## src/rtl/csa_serial_add_ctrl_if.sv

```systemverilog
// Operand request and result handshake bundle
// for the nibble-serial carry-select adder controller.
interface csa_serial_add_ctrl_if #(
  parameter int WIDTH = 16
);
  logic             in_valid;
  logic             in_ready;
  logic [WIDTH-1:0] a;
  logic [WIDTH-1:0] b;
  logic             cin;
  logic             out_valid;
  logic             out_ready;
  logic [WIDTH-1:0] sum;
  logic             cout;

  modport master (
    output in_valid,
    input  in_ready,
    output a,
    output b,
    output cin,
    input  out_valid,
    output out_ready,
    input  sum,
    input  cout
  );

  modport slave (
    input  in_valid,
    output in_ready,
    input  a,
    input  b,
    input  cin,
    output out_valid,
    input  out_ready,
    output sum,
    output cout
  );
endinterface

```

## src/rtl/csa_serial_add_ctrl.sv

```systemverilog
// Adds two WIDTH-bit operands one nibble per cycle
// through a single shared 4-bit carry-select slice.
module csa_serial_add_ctrl #(
  parameter int WIDTH = 16
) (
  input  logic                  clk,
  input  logic                  rst,
  csa_serial_add_ctrl_if.slave  bus,
  output logic                  busy
);

  localparam int NIB = WIDTH / 4;
  localparam int IW  = (NIB > 1) ? $clog2(NIB) : 1;

  typedef enum logic [1:0] {
    IDLE,
    RUN,
    DONE
  } state_t;

  state_t           state;
  state_t           state_n;
  logic [WIDTH-1:0] a_r;
  logic [WIDTH-1:0] b_r;
  logic [WIDTH-1:0] sum_r;
  logic             carry_r;
  logic             cout_r;
  logic [IW-1:0]    idx;

  logic             acc;
  logic             rel;
  logic             last;
  logic [3:0]       an;
  logic [3:0]       bn;
  logic [4:0]       r0;
  logic [4:0]       r1;
  logic [4:0]       rs;

  assign acc  = bus.in_valid && (state == IDLE);
  assign rel  = bus.out_ready && (state == DONE);
  assign last = (idx == IW'(NIB - 1));

  always_comb begin
    an = '0;
    bn = '0;
    for (int i = 0; i < NIB; i++) begin
      if (idx == IW'(i)) begin
        an = a_r[4*i +: 4];
        bn = b_r[4*i +: 4];
      end
    end
  end

  // Both carry candidates are formed up front;
  // carry_r only steers the final mux.
  assign r0 = {1'b0, an} + {1'b0, bn};
  assign r1 = {1'b0, an} + {1'b0, bn} + 5'd1;
  assign rs = carry_r ? r1 : r0;

  always_ff @(posedge clk) begin
    if (rst) begin
      state <= IDLE;
    end else begin
      state <= state_n;
    end
  end

  always_comb begin
    state_n = state;
    unique case (state)
      IDLE: if (acc)  state_n = RUN;
      RUN:  if (last) state_n = DONE;
      DONE: if (rel)  state_n = IDLE;
      default:        state_n = IDLE;
    endcase
  end

  always_ff @(posedge clk) begin
    if (rst) begin
      a_r     <= '0;
      b_r     <= '0;
      sum_r   <= '0;
      carry_r <= 1'b0;
      cout_r  <= 1'b0;
      idx     <= '0;
    end else begin
      unique case (state)
        IDLE: begin
          if (acc) begin
            a_r     <= bus.a;
            b_r     <= bus.b;
            carry_r <= bus.cin;
            sum_r   <= '0;
            cout_r  <= 1'b0;
            idx     <= '0;
          end
        end
        RUN: begin
          for (int i = 0; i < NIB; i++) begin
            if (idx == IW'(i)) begin
              sum_r[4*i +: 4] <= rs[3:0];
            end
          end
          carry_r <= rs[4];
          if (last) begin
            cout_r <= rs[4];
            idx    <= '0;
          end else begin
            idx    <= idx + IW'(1);
          end
        end
        default: begin
        end
      endcase
    end
  end

  assign bus.in_ready  = (state == IDLE);
  assign bus.out_valid = (state == DONE);
  assign bus.sum       = sum_r;
  assign bus.cout      = cout_r;
  assign busy          = (state != IDLE);

endmodule

```

## src/flat_wrapper.sv

```systemverilog
// flat-port wrapper written by rule: the top's interface ports become plain ports
module csa_serial_add_ctrl_flat 
#(
  parameter int WIDTH = 16
)
  (clk, rst, busy, bus_in_valid, bus_in_ready, bus_a, bus_b, bus_cin, bus_out_valid, bus_out_ready, bus_sum, bus_cout);
  csa_serial_add_ctrl_if #(.WIDTH(WIDTH)) bus_i ();
  input  logic clk;
  input  logic rst;
  output logic busy;
  input wire logic [$bits(bus_i.in_valid)-1:0] bus_in_valid;
  output wire logic [$bits(bus_i.in_ready)-1:0] bus_in_ready;
  input wire logic [$bits(bus_i.a)-1:0] bus_a;
  input wire logic [$bits(bus_i.b)-1:0] bus_b;
  input wire logic [$bits(bus_i.cin)-1:0] bus_cin;
  output wire logic [$bits(bus_i.out_valid)-1:0] bus_out_valid;
  input wire logic [$bits(bus_i.out_ready)-1:0] bus_out_ready;
  output wire logic [$bits(bus_i.sum)-1:0] bus_sum;
  output wire logic [$bits(bus_i.cout)-1:0] bus_cout;
  assign bus_i.in_valid = bus_in_valid;
  assign bus_in_ready = bus_i.in_ready;
  assign bus_i.a = bus_a;
  assign bus_i.b = bus_b;
  assign bus_i.cin = bus_cin;
  assign bus_out_valid = bus_i.out_valid;
  assign bus_i.out_ready = bus_out_ready;
  assign bus_sum = bus_i.sum;
  assign bus_cout = bus_i.cout;
  csa_serial_add_ctrl #(.WIDTH(WIDTH)) u_core (.clk(clk), .rst(rst), .bus(bus_i), .busy(busy));
endmodule
```

## config.mk

```make
export PLATFORM = sky130hd
export DESIGN_NAME = csa_serial_add_ctrl_flat
export DESIGN_NICKNAME = d
export VERILOG_FILES = /design/src/rtl/csa_serial_add_ctrl_if.sv /design/src/rtl/csa_serial_add_ctrl.sv /design/src/flat_wrapper.sv
export SDC_FILE = /design/constraint.sdc
export NUM_CORES = 1
export LEC_CHECK = 0
export CAP_MARGIN = 25
export CORE_MARGIN = 1
export CORE_UTILIZATION = 30
export DETAILED_ROUTE_END_ITERATION = 8
export GPL_ROUTABILITY_DRIVEN = 0
export GPL_TIMING_DRIVEN = 1
export PLACE_DENSITY_LB_ADDON = 0.08
export SLEW_MARGIN = 20
export SYNTH_ARGS = -nofsm -noshare
export SYNTH_HDL_FRONTEND = slang
export SYNTH_SLANG_ARGS = --single-unit
```

## constraint.sdc

```tcl
create_clock -name clk -period 8.6 [get_ports clk]
set_clock_uncertainty 0.05 [all_clocks]
set_input_delay 1.72 -clock clk [delete_from_list [all_inputs] [get_ports clk]]
set_output_delay 1.72 -clock clk [all_outputs]
set_load 0.02 [all_outputs]
```

After elaboration in Yosys (flattened, before gate mapping)
Cells that the tools add are included.
{ "totals": {"rom_bits": 0, "out_inout_bits": 20, "register_bits": 54, "word_cells": 64, "ram_bits": 0, "latchBits": 0, "in_bits": 37, "memories": 0} }
{ "classes": {"magnitude_cmp": 0, "n_div": 0, "muxes": 27, "addsub": 3, "n_bitwise": 0, "shift": 0, "n_reduce_logical": 13, "eq_ne": 11, "mul": 0} }
{ "ops": {"columns": ["operator", "count"], "rows": [
  ["$mux W4", 12],
  ["$pmux W16 S2", 1],
  ["$mux W16", 1],
  ["$reduce_and A3 Y1", 5],
  ["$ne A2 B1 Y1 const B", 6],
  ["$mux W2", 5],
  ["$eq A2 B2 Y1 const B", 3],
  ["$pmux W2 S3", 1],
  ["$add A4 B4 Y5", 1],
  ["$add A5 B1 Y5 const B", 1],
  ["$mux W5", 1],
  ["$eq A2 B1 Y1 const B", 2],
  ["$logic_not A2 Y1", 2],
  ["$pmux W1 S2", 2],
  ["$pmux W2 S2", 1],
  ["$reduce_and A2 Y1", 2],
  ["$reduce_bool A2 Y1", 2],
  ["$mux W1", 3],
  ["$add A2 B1 Y2 const B", 1],
  ["$logic_and A1 B1 Y1", 2]
]} }

Longest topological paths before layout
Gate-level depths: netlist of run 1.
{ "logic_depth": {"word_depth": 10, "depth_mapped": 17, "ltp_nobuf": 16} }

Worst setup path after synthesis of run 1
Ideal clock, no wire load.
{ "synth_path": {"path_type": "reg-to-reg", "start": "register u_core.idx[1]", "end": "register u_core.cout_r (netlist: u_core.bus.cout)", "setup_time_ps": 129, "period_less_slack_ps": 3013, "path_buffers": 1, "stages_incl_launch_ff": 18, "arrival_time_ps": 2834, "required_time_ps": 8421, "path_slack_ps": 5587, "path_cell_list": "dfxtp_1 -> inv_1 -> ha_1 -> clkbuf_1 -> nand3b_1 -> a21oi_1 -> a21oi_1 -> o21ai_0 -> ha_1 -> inv_1 -> fa_1 -> inv_1 -> ha_1 -> nand2_1 -> nor3_1 -> mux2i_1 -> xnor2_1 -> o32ai_1"} }
{ "synth_via": {"elab_chain_cells": 10, "word_cells_on_any_way": 19, "classes_between": "add/sub (2); eq/ne (4); mux (11); reduce/logical (2)"} }
{ "synth_rtl": {"columns": ["item", "line_no", "text"], "rows": [
  ["start, declared", "csa_serial_add_ctrl.sv:28", "logic [IW-1:0] idx;"],
  ["start signal, assigned", "csa_serial_add_ctrl.sv:109", "idx <= idx + IW'(1);"],
  ["$logic_not A2 Y1", "csa_serial_add_ctrl.sv:47", "if (idx == IW'(i)) begin"],
  ["$mux W4 (4 in series)", "csa_serial_add_ctrl.sv:47", null],
  ["$add A4 B4 Y5", "csa_serial_add_ctrl.sv:56, csa_serial_add_ctrl.sv:57", null],
  ["$add A5 B1 Y5", "csa_serial_add_ctrl.sv:57", "assign r1 = {1'b0, an} + {1'b0, bn} + 5'd1;"],
  ["$mux W5", "csa_serial_add_ctrl.sv:58", "assign rs = carry_r ? r1 : r0;"],
  ["$mux W1", "csa_serial_add_ctrl.sv:105", "if (last) begin"],
  ["$pmux W1 S2", "csa_serial_add_ctrl.sv:87", "unique case (state)"],
  ["end signal, assigned", "csa_serial_add_ctrl.sv:106", "cout_r <= rs[4];"],
  ["end, declared", "csa_serial_add_ctrl.sv:27", "logic cout_r;"]
]} }
Several ways; a longest one is shown, not always the timed one. The select of a mux whose other input is x is not followed.
A chain may end at the register's enable or synchronous reset.

Worst setup path in the final report of run 1
{ "layout_path": {"start": "register u_core.state[1]", "end": "output port bus_out_valid"} }
{ "layout_via": {"elab_chain_cells": 1} }
{ "layout_rtl": {"columns": ["item", "line_no", "text"], "rows": [
  ["start, declared", "csa_serial_add_ctrl.sv:21", "state_t state;"],
  ["start signal, assigned", "csa_serial_add_ctrl.sv:64", "state <= state_n;"],
  ["$eq A2 B2 Y1", "csa_serial_add_ctrl.sv:119", "assign bus.out_valid = (state == DONE);"],
  ["end, declared", "flat_wrapper.sv:16", "output wire logic [$bits(bus_i.out_valid)-1:0] bus_out_valid;"]
]} }
Every way passes these cells.

==> run summary, run 1 <==
Status: finished clean
Flops & latches, synth: 54
Psw: 152 uW
Starting Density: 31.7%
Post-CTS sizing: 0
Worst-path cell chain: nor2b_1 > clkdlybuf4s50_1
Number of flops mapped to enable cells by yosys: 0
Post-detailed-route via-to-cell ratio: 4.80
CP startpoint kind: flop
DP HPWL: 4660 um
CTS Hold Bufs: 0
Vias in the first global route: 2,290
DRC Markers: 0
Area of the core: 8380 sq um
First-pass iteration count of the detailed router: 4
Sequential share of power: 52.2%
Antenna violations before repair: 0
Max-slew headroom: 49.4%
First-pass GRT wire length: 11,000 um
Setup TNS: 0 ps
Via Count: 2,338
Max-slew violations: 0
Reg clk slew, reported paths: 100 ps
Hold WC Path Type: reg2reg
CTS H-Tree Depth: 2
Crit Path Category: reg2out
Synthesis-to-finish area growth: 27.3%
Asr flop ratio synth: 0%
Total GRT Usage: 15.4%
Initial DRC count: 84
Share of layout cells above drive strength 1: 5.24%
Fin crit share: 42.7%
Post-Syn Area per Cell: 7.83 sq um
Pleak: 1.27 nW
Clock Sinks: 54
Clock latency on the worst-skew pair: 310 ps
Cell Area, Synth: 2650 sq um
DIE WIDTH: 96.1 um
Slowest stage cell, crit path: dfxtp_1
CTS tree: built
IO buf count: 56
Slowest stage delay, CP: 710 ps
CP Max Fanout: 11
Unique masters post-synth: 33
CP Depth: 2
Peak supply drop: 0.0558 mV
Cells after synthesis: 339
CP required: 6830 ps
Inst Count DP: 480
Util after Layout: 40.3%
Max Cap Violations: 0
Cells on worst reg2reg path: 16
Sw Share: 29.1%
Synth warnings: 0
Internal: 369 uW
Clock Tree Root: clkbuf_8
Ports: 57
Max Root-Sink Buffers: 2
# Post-CTS Setup Buffers: 0
Routed length per instance: 13.3 um
Dpl ws: 5060 ps
Cts bufs inserted: 5
DIE AREA: 9230 sq um
N_diodes: 0
Top FF cell, synth: dfxtp_1
Site row count: 33
Logic pwr share: 20.7%
RSZ-0062 raised after global routing: no
Hold depth: 2
Net Count, Synth: 386
Fin cells: 487
Sequential share of the synthesized area: 40.7%
Critical Path Sink Type: output pin
Worst slew pin tran: 758 ps
Final Net Count: 429
Highest Clock Rate: 0.272 GHz
Setup ws final: 4930 ps
Min Clock Period, post-route: 3670 ps
DRT antenna net count: 0
Delay-heaviest family, CP: flip-flops
Largest net degree at the start of global routing: 30
Clock Power Share: 27.1%
Die H: 96.1 um
Final Hold Fails: 0
Final wirelength: 6490 um
Crit path arrival time: 1900 ps
Buf/Inv on CP: 1
Final Setup Violations: 0
PD cells: 154 nW/um^2
Overflow after GRT: 0
worst register-to-register path: stages, from the launching register on:
cell	delay, ps
dfxtp_1	380
inv_1	70
ha_1	370
nand3b_1	250
a21oi_1	190
a21oi_1	50
o21ai_0	220
ha_1	210
inv_1	60
fa_1	510
inv_1	90
ha_1	160
nand2_1	80
nor3_1	150
mux2i_1	110
xnor2_1	300
o32ai_1	150
flip-flops by register name, indices dropped and copies added (netlist names):
name             count
u_core.a_r          16
u_core.b_r          16
u_core.bus.sum      16
u_core.idx           2
u_core.state         2
u_core.bus.cout      1
u_core.carry_r       1
cells in the final DEF (no fill, tap or decap), drive strengths merged:
cell type	Yosys	layout
clkinv	0	1
and2	1	1
dfxtp	54	54
o221ai	4	4
nor2	25	25
xor2	2	2
o21ai	8	8
nor2b	2	2
nand4	4	4
a21o	4	4
buf	7	3
nand2b	7	7
nand3b	9	9
or3	2	2
o32ai	1	1
clkdlybuf4s50	0	55
ha	9	9
a22oi	1	1
fa	1	1
inv	9	10
a21oi	63	63
clkbuf	16	6
nand3	6	6
xnor2	3	3
nor3	2	2
mux2i	13	13
nand2	86	86
logic make-up after synthesis:
group	after synthesis	share of synthesized area (%)
muxes	13	4.90
DFF	54	40.7
xor gates and xnor gates	5	1.93
adders and majority gates	10	5.00
buffers and inverters	32	5.19
AOI/OAI and AO/OA	81	18.3
and+or+nand+nor	144	23.9
power groups by stage:
stage | Combinational [mW] | Clock [mW] | Sequential (mW)
2_1_floorplan | 0.0679 | 0 | 0.277
3_3_place_gp | 0.105 | 0 | 0.278
3_5_place_dp | 0.109 | 0 | 0.278
4_1_cts | 0.110 | 0.147 | 0.272
5_1_grt | 0.122 | 0.160 | 0.274
6_report | 0.108 | 0.141 | 0.272
stage by stage:
| step | hold slack (ps) | total power [mW] | cell area, sq um |
|---|---|---|---|
| after floorplan | 386 | 0.345 | 2650 |
| after global placement | 394 | 0.383 | 3240 |
| after detailed placement | 397 | 0.387 | 3290 |
| after CTS | 411 | 0.529 | 3380 |
| after global routing | 425 | 0.556 | 3380 |
| final | 409 | 0.521 | 3380 |
cell type report:
class / count / area (sq um)
Multi-Input combinational cell: 253 / 1440
Tap cell: 105 / 131
Clock buffer: 5 / 68.8
Inverter: 9 / 33.8
Timing Repair Buffer: 59 / 613
Fill cell: 882 / 5000
Clock inverter: 2 / 13.8
Sequential cell: 54 / 1080
path summary, 6_finish.rpt:
check | start | end | slack (ps)
max | u_core.state[1] | bus_out_valid | 4930
min | u_core.a_r[11] | u_core.a_r[11] | 410
max reg2reg | u_core.idx[1] | u_core.bus.cout | 5070
min reg2reg | u_core.a_r[11] | u_core.a_r[11] | 410
metal layers:
layer	up-vias	global-route usage (%)	wire, um
met3	5	2.69	298
met1	1072	21.7	3260
met4	0	3.36	51
met5	-	0	0
met2	48	24.3	2880
li1	1213	-	-
synth_stat cells, types with 2 or more instances:
master	count	area [sq um]
a21o_1	3	22.5
a21oi_1	58	290
a21oi_4	4	65.1
buf_2	5	25.0
clkbuf_1	16	60.1
dfxtp_1	54	1080
ha_1	9	113
inv_1	9	33.8
mux2i_1	13	130
nand2_1	86	323
nand2b_1	6	37.5
nand3_1	6	30.0
nand3b_1	9	67.6
nand4_1	4	25.0
nor2_1	24	90.1
nor2b_1	2	12.5
nor3_1	2	10.0
o21ai_0	8	40.0
o221ai_1	4	35.0
or3_1	2	12.5
xnor2_1	3	26.3
No activity file was read; power rests on OpenSTA's default activity.
==> run 2: changes to the inputs <==
==> constraint.sdc (replaced) <==
create_clock -name clk -period 3.6 [get_ports clk]
set_clock_uncertainty 0.05 [all_clocks]
set_input_delay 0.72 -clock clk [delete_from_list [all_inputs] [get_ports clk]]
set_output_delay 0.72 -clock clk [all_outputs]
set_load 0.02 [all_outputs]
==> run 2 against run 1 <==
  * Routed wire length increased by 2.3%
  * Critical path depth rose by 14
  * Register-to-register slack got worse by 4700 ps
  * Cell count rose by 0.41%
  * Global-route usage down 0.24 points
  * Clock power increased to 2.8 times the previous value
  * Sequential share of layout area barely moved
  * Setup slack lost 4600 ps
  * Largest power group unchanged
  * Final area fell by 0.11%
  * Non-clock buffer count is 1 higher
  * Worst hold slack better by 3.1 ps
  * Sequential cell count stayed put
==> run summary, run 2 (synthesized netlist as in run 1, its figures left out) <==
Status: finished clean
RSZ-0062 raised after global routing: no
Dpl ws: 341 ps
Slowest stage delay, CP: 540 ps
First-pass GRT wire length: 10,800 um
Post-detailed-route via-to-cell ratio: 4.76
Hold WC Path Type: reg2reg
Crit path arrival time: 3390 ps
Worst-path cell chain: inv_1 > ha_1 > nand3b_1 > a21oi_1 > a21oi_1 > o21ai_0 > ha_1 > inv_1 > fa_1 > inv_1 > ha_1 > nand2_1 > nor3_1 > mux2i_1 > xnor2_1 > o32ai_1
Delay-heaviest family, CP: adder cells
Min Clock Period, post-route: 3260 ps
Share of layout cells above drive strength 1: 5.21%
Largest net degree at the start of global routing: 36
Synthesis-to-finish area growth: 27.1%
Clock Tree Root: clkbuf_8
Clock latency on the worst-skew pair: 300 ps
Site row count: 33
CTS H-Tree Depth: 2
Final Setup Violations: 0
Clock Sinks: 54
Overflow after GRT: 0
Setup ws final: 338 ps
Crit Path Category: reg2reg
Ports: 57
# Post-CTS Setup Buffers: 0
Vias in the first global route: 2,209
Cts bufs inserted: 5
CP startpoint kind: flop
Max-slew headroom: 60.5%
Commonest non-fill, non-tap cell in the layout: nand2_1
CP required: 3730 ps
DP HPWL: 4720 um
Max Root-Sink Buffers: 2
Max-slew violations: 0
Critical Path Sink Type: flop
Commonest non-fill, non-tap cells in the layout: nand2_1, a21oi_1, clkdlybuf4s50_1
DRT antenna net count: 0
Reg clk slew, reported paths: 100 ps
Worst slew pin tran: 592 ps
Fin crit share: 90.6%
PD cells: 386 nW/um^2
Post-CTS sizing: 0
CTS tree: built
Die H: 96.1 um
Starting Density: 31.7%
CTS Hold Bufs: 0
Fin cells: 489
Final Net Count: 430
DIE AREA: 9230 sq um
Total GRT Usage: 15.1%
Inst Count DP: 481
Antenna violations before repair: 0
IO buf count: 56
Routed length per instance: 13.6 um
Hold_ws: 412 ps
Initial DRC count: 91
Setup TNS: 0 ps
Slowest stage cell, crit path: fa_1
DRC Markers: 0
FILL cells: 898
Pleak: 1.27 nW
N_diodes: 0
DIE WIDTH: 96.1 um
Buf/Inv on CP: 3
Peak supply drop: 0.154 mV
Via Count: 2,328
Flip-flop and latch area: 1080 sq um
Multi-input gate area: 1440 sq um
Area of the core: 8380 sq um
Final Hold Fails: 0
Max Cap Violations: 0
CP Max Fanout: 17
Highest Clock Rate: 0.307 GHz
Final wirelength: 6630 um
First-pass iteration count of the detailed router: 4
[run 2: report_power, final]
group	internal [mW]	switching (mW)
sequential	0.628	0.0247
clock	0.209	0.193
combinational	0.114	0.135
total	0.951	0.353
[run 2: path summary, 6_finish.rpt]
path         slack (ps)              end          start  depth (start not counted)
min                 410    u_core.b_r[0]  u_core.b_r[0]                          2
max reg2reg         340  u_core.bus.cout  u_core.idx[1]                         16
max                 340  u_core.bus.cout  u_core.idx[1]                         16
min reg2reg         410    u_core.b_r[0]  u_core.b_r[0]                          2
[run 2: cell type report]
class | instances | share of cell area, %
sequential | 54 | 32.0
timing repair buffer | 60 | 17.4
tap | 105 | 3.89
inverter | 9 | 1.00
clock buffer | 7 | 2.26
clock inverter | 1 | 0.890
multi-input combinational | 253 | 42.5
[run 2: per-layer routing]
layer | part of all wire (%) | wire length, um | GRT usage [%] | vias to the layer above
li1 | - | - | - | 1219
met1 | 52 | 3460 | 21.4 | 1057
met2 | 43 | 2840 | 23.3 | 48
met3 | 4.2 | 276 | 2.69 | 4
met4 | 0.77 | 51 | 4.23 | 0
met5 | 0 | 0 | 0 | -
[run 2: worst reg2reg max path: cells and delay by family (launching register included)]
| family | cells | cell delay (ps) |
|---|---|---|
| AOI/OAI and AO/OA | 4 | 520 |
| xor gates and xnor gates | 1 | 160 |
| adders and majority gates | 4 | 1290 |
| buffers and inverters | 3 | 190 |
| DFF | 1 | 390 |
| muxes | 1 | 160 |
| and+or+nand+nor | 3 | 400 |
[run 2: metrics by stage]
step	power, mW	instance area (sq um)	utilization, %
after detailed placement	0.918	3270	39.0
after floorplan	0.824	2650	-
after global routing	1.38	3370	40.2
after CTS	1.32	3370	40.2
final	1.30	3370	40.2
after global placement	0.916	3270	39.0
==> run 3: changes to the inputs <==
==> constraint.sdc (replaced) <==
create_clock -name clk -period 3.6 [get_ports clk]
set_clock_uncertainty 0.05 [all_clocks]
set_input_delay 0.54 -clock clk [delete_from_list [all_inputs] [get_ports clk]]
set_output_delay 0.54 -clock clk [all_outputs]
set_load 0.02 [all_outputs]
==> run 3 against run 2 <==
  * Cell count down 0.20%
  * Worst hold slack about the same
  * Die area unchanged
  * Global-route usage about the same
  * Combinational power about the same
  * Largest cell class unchanged
  * Largest power group unchanged
  * Highest routed layer unchanged
==> run summary, run 3 (synthesized netlist as in run 1, its figures left out) <==
Status: finished clean
First-pass GRT wire length: 10,900 um
Commonest non-fill, non-tap cells in the layout: nand2_1, a21oi_1, clkdlybuf4s50_1
Via Count: 2,311
CP required: 3730 ps
Critical Path Sink Type: flop
Hold depth: 2
Final Setup Violations: 0
DIE AREA: 9230 sq um
Max Root-Sink Buffers: 2
Highest Clock Rate: 0.304 GHz
Reg clk slew, reported paths: 100 ps
Die H: 96.1 um
Clock Tree Root: clkbuf_8
Post-detailed-route via-to-cell ratio: 4.74
Min Clock Period, post-route: 3290 ps
Commonest non-fill, non-tap cell in the layout: nand2_1
RSZ-0062 raised after global routing: no
Antenna violations before repair: 0
HP Start: u_core.a_r[10]
DRC Markers: 0
IO buf count: 56
Share of layout cells above drive strength 1: 5.48%
Overflow after GRT: 0
Slowest stage delay, CP: 490 ps
Setup ws final: 315 ps
Flip-flop and latch area: 1080 sq um
Post-CTS sizing: 0
Worst-path cell chain: inv_1 > ha_1 > nand3b_1 > a21oi_1 > a21oi_1 > o21ai_0 > ha_1 > inv_1 > fa_1 > inv_1 > ha_1 > nand2_1 > nor3_1 > mux2i_1 > xnor2_1 > o32ai_1
Crit Path Category: reg2reg
Dpl ws: 331 ps
Clock Sinks: 54
Final Net Count: 430
DIE WIDTH: 96.1 um
Max-slew violations: 0
CP Max Fanout: 17
Flop2flop setup slack: 310 ps
DP HPWL: 4660 um
CTS tree: built
Starting Density: 31.7%
Synthesis-to-finish area growth: 27.0%
Worst slew pin tran: 607 ps
FILL cells: 903
Final wirelength: 6500 um
Area post-placement: 3290 sq um
Total GRT Usage: 15.1%
Hold WC Path Type: reg2reg
# Post-CTS Setup Buffers: 0
Max Cap Violations: 0
Fin cells: 488
Peak supply drop: 0.178 mV
Area of the core: 8380 sq um
Vias in the first global route: 2,265
CP startpoint kind: flop
Final Hold Fails: 0
Util after Layout: 40.2%
Initial DRC count: 80
Slowest stage cell, crit path: fa_1
Min-Delay Endpoint: u_core.a_r[10]
Pleak: 1.27 nW
Largest net degree at the start of global routing: 56
Inst Count DP: 481
N_diodes: 0
Fin crit share: 91.3%
RR Startpoint: u_core.idx[1]
Routed length per instance: 13.3 um
Setup TNS: 0 ps
DRT antenna net count: 0
R2r endpoint: u_core.bus.cout
CTS H-Tree Depth: 2
Clock latency on the worst-skew pair: 300 ps
PD cells: 368 nW/um^2
First-pass iteration count of the detailed router: 4
Max-slew headroom: 59.4%
Crit path arrival time: 3410 ps
Multi-input gate area: 1440 sq um
CTS Hold Bufs: 0
Post-route cell area: 3370 sq um
Ports: 57
Cts bufs inserted: 5
Cells on worst reg2reg path: 16
Site row count: 33
-- run 3: changes by cell type in the layout (fill, tap and decap cells not counted), sizes merged --
cell / change
bufinv: -1
clkbuf: -2
clkinv: +1
inv: +1
-- run 3: report_power, final --
group          internal (mW)  leakage (nW)  switching, mW  total (mW)
combinational          0.117         0.782          0.135       0.252
sequential             0.628         0.441         0.0241       0.652
clock                  0.135        0.0444          0.199       0.334
total                  0.881          1.27          0.359        1.24
-- run 3: stage by stage --
stage | total power [mW] | hold slack (ps)
floorplan | 0.824 | 386
global placement | 0.915 | 396
detailed placement | 0.922 | 401
CTS | 1.26 | 416
global route | 1.31 | 434
finish | 1.24 | 412
-- run 3: cell type report --
class,instances,area share (%)
multi-input combinational,253,42.6
sequential,54,32.1
inverter,9,1.00
timing repair buffer,60,18.0
tap,105,3.90
clock buffer,5,2.04
clock inverter,2,0.408
-- run 3: how the worst max path moves through the flow --
stage,end,cells past startpoint,from
after floorplan,u_core.bus.cout,17,u_core.idx[1]
after global placement,u_core.bus.cout,16,u_core.idx[1]
after detailed placement,u_core.bus.cout,16,u_core.idx[1]
after CTS,u_core.bus.cout,16,u_core.idx[1]
after global routing,u_core.bus.cout,16,u_core.idx[1]
final,u_core.bus.cout,16,u_core.idx[1]
-- run 3: critical path, delay by kind of cell, from the launching register on --
family	cells	cell delay, ps
multiplexers	1	100
XOR/XNOR	1	210
AO/OA/AOI/OAI	4	500
flip-flops	1	390
AND/OR/NAND/NOR	3	490
buffers and inverters	3	200
adder cells (fa/ha/maj)	4	1210
-- run 3: metal layers --
metal | track usage (%) | vias up | wire length [um]
met5 | 0 | - | 0
met4 | 3.36 | 0 | 35
met3 | 2.37 | 4 | 255
met2 | 24.1 | 44 | 2730
met1 | 21.5 | 1035 | 3470
li1 | - | 1228 | -
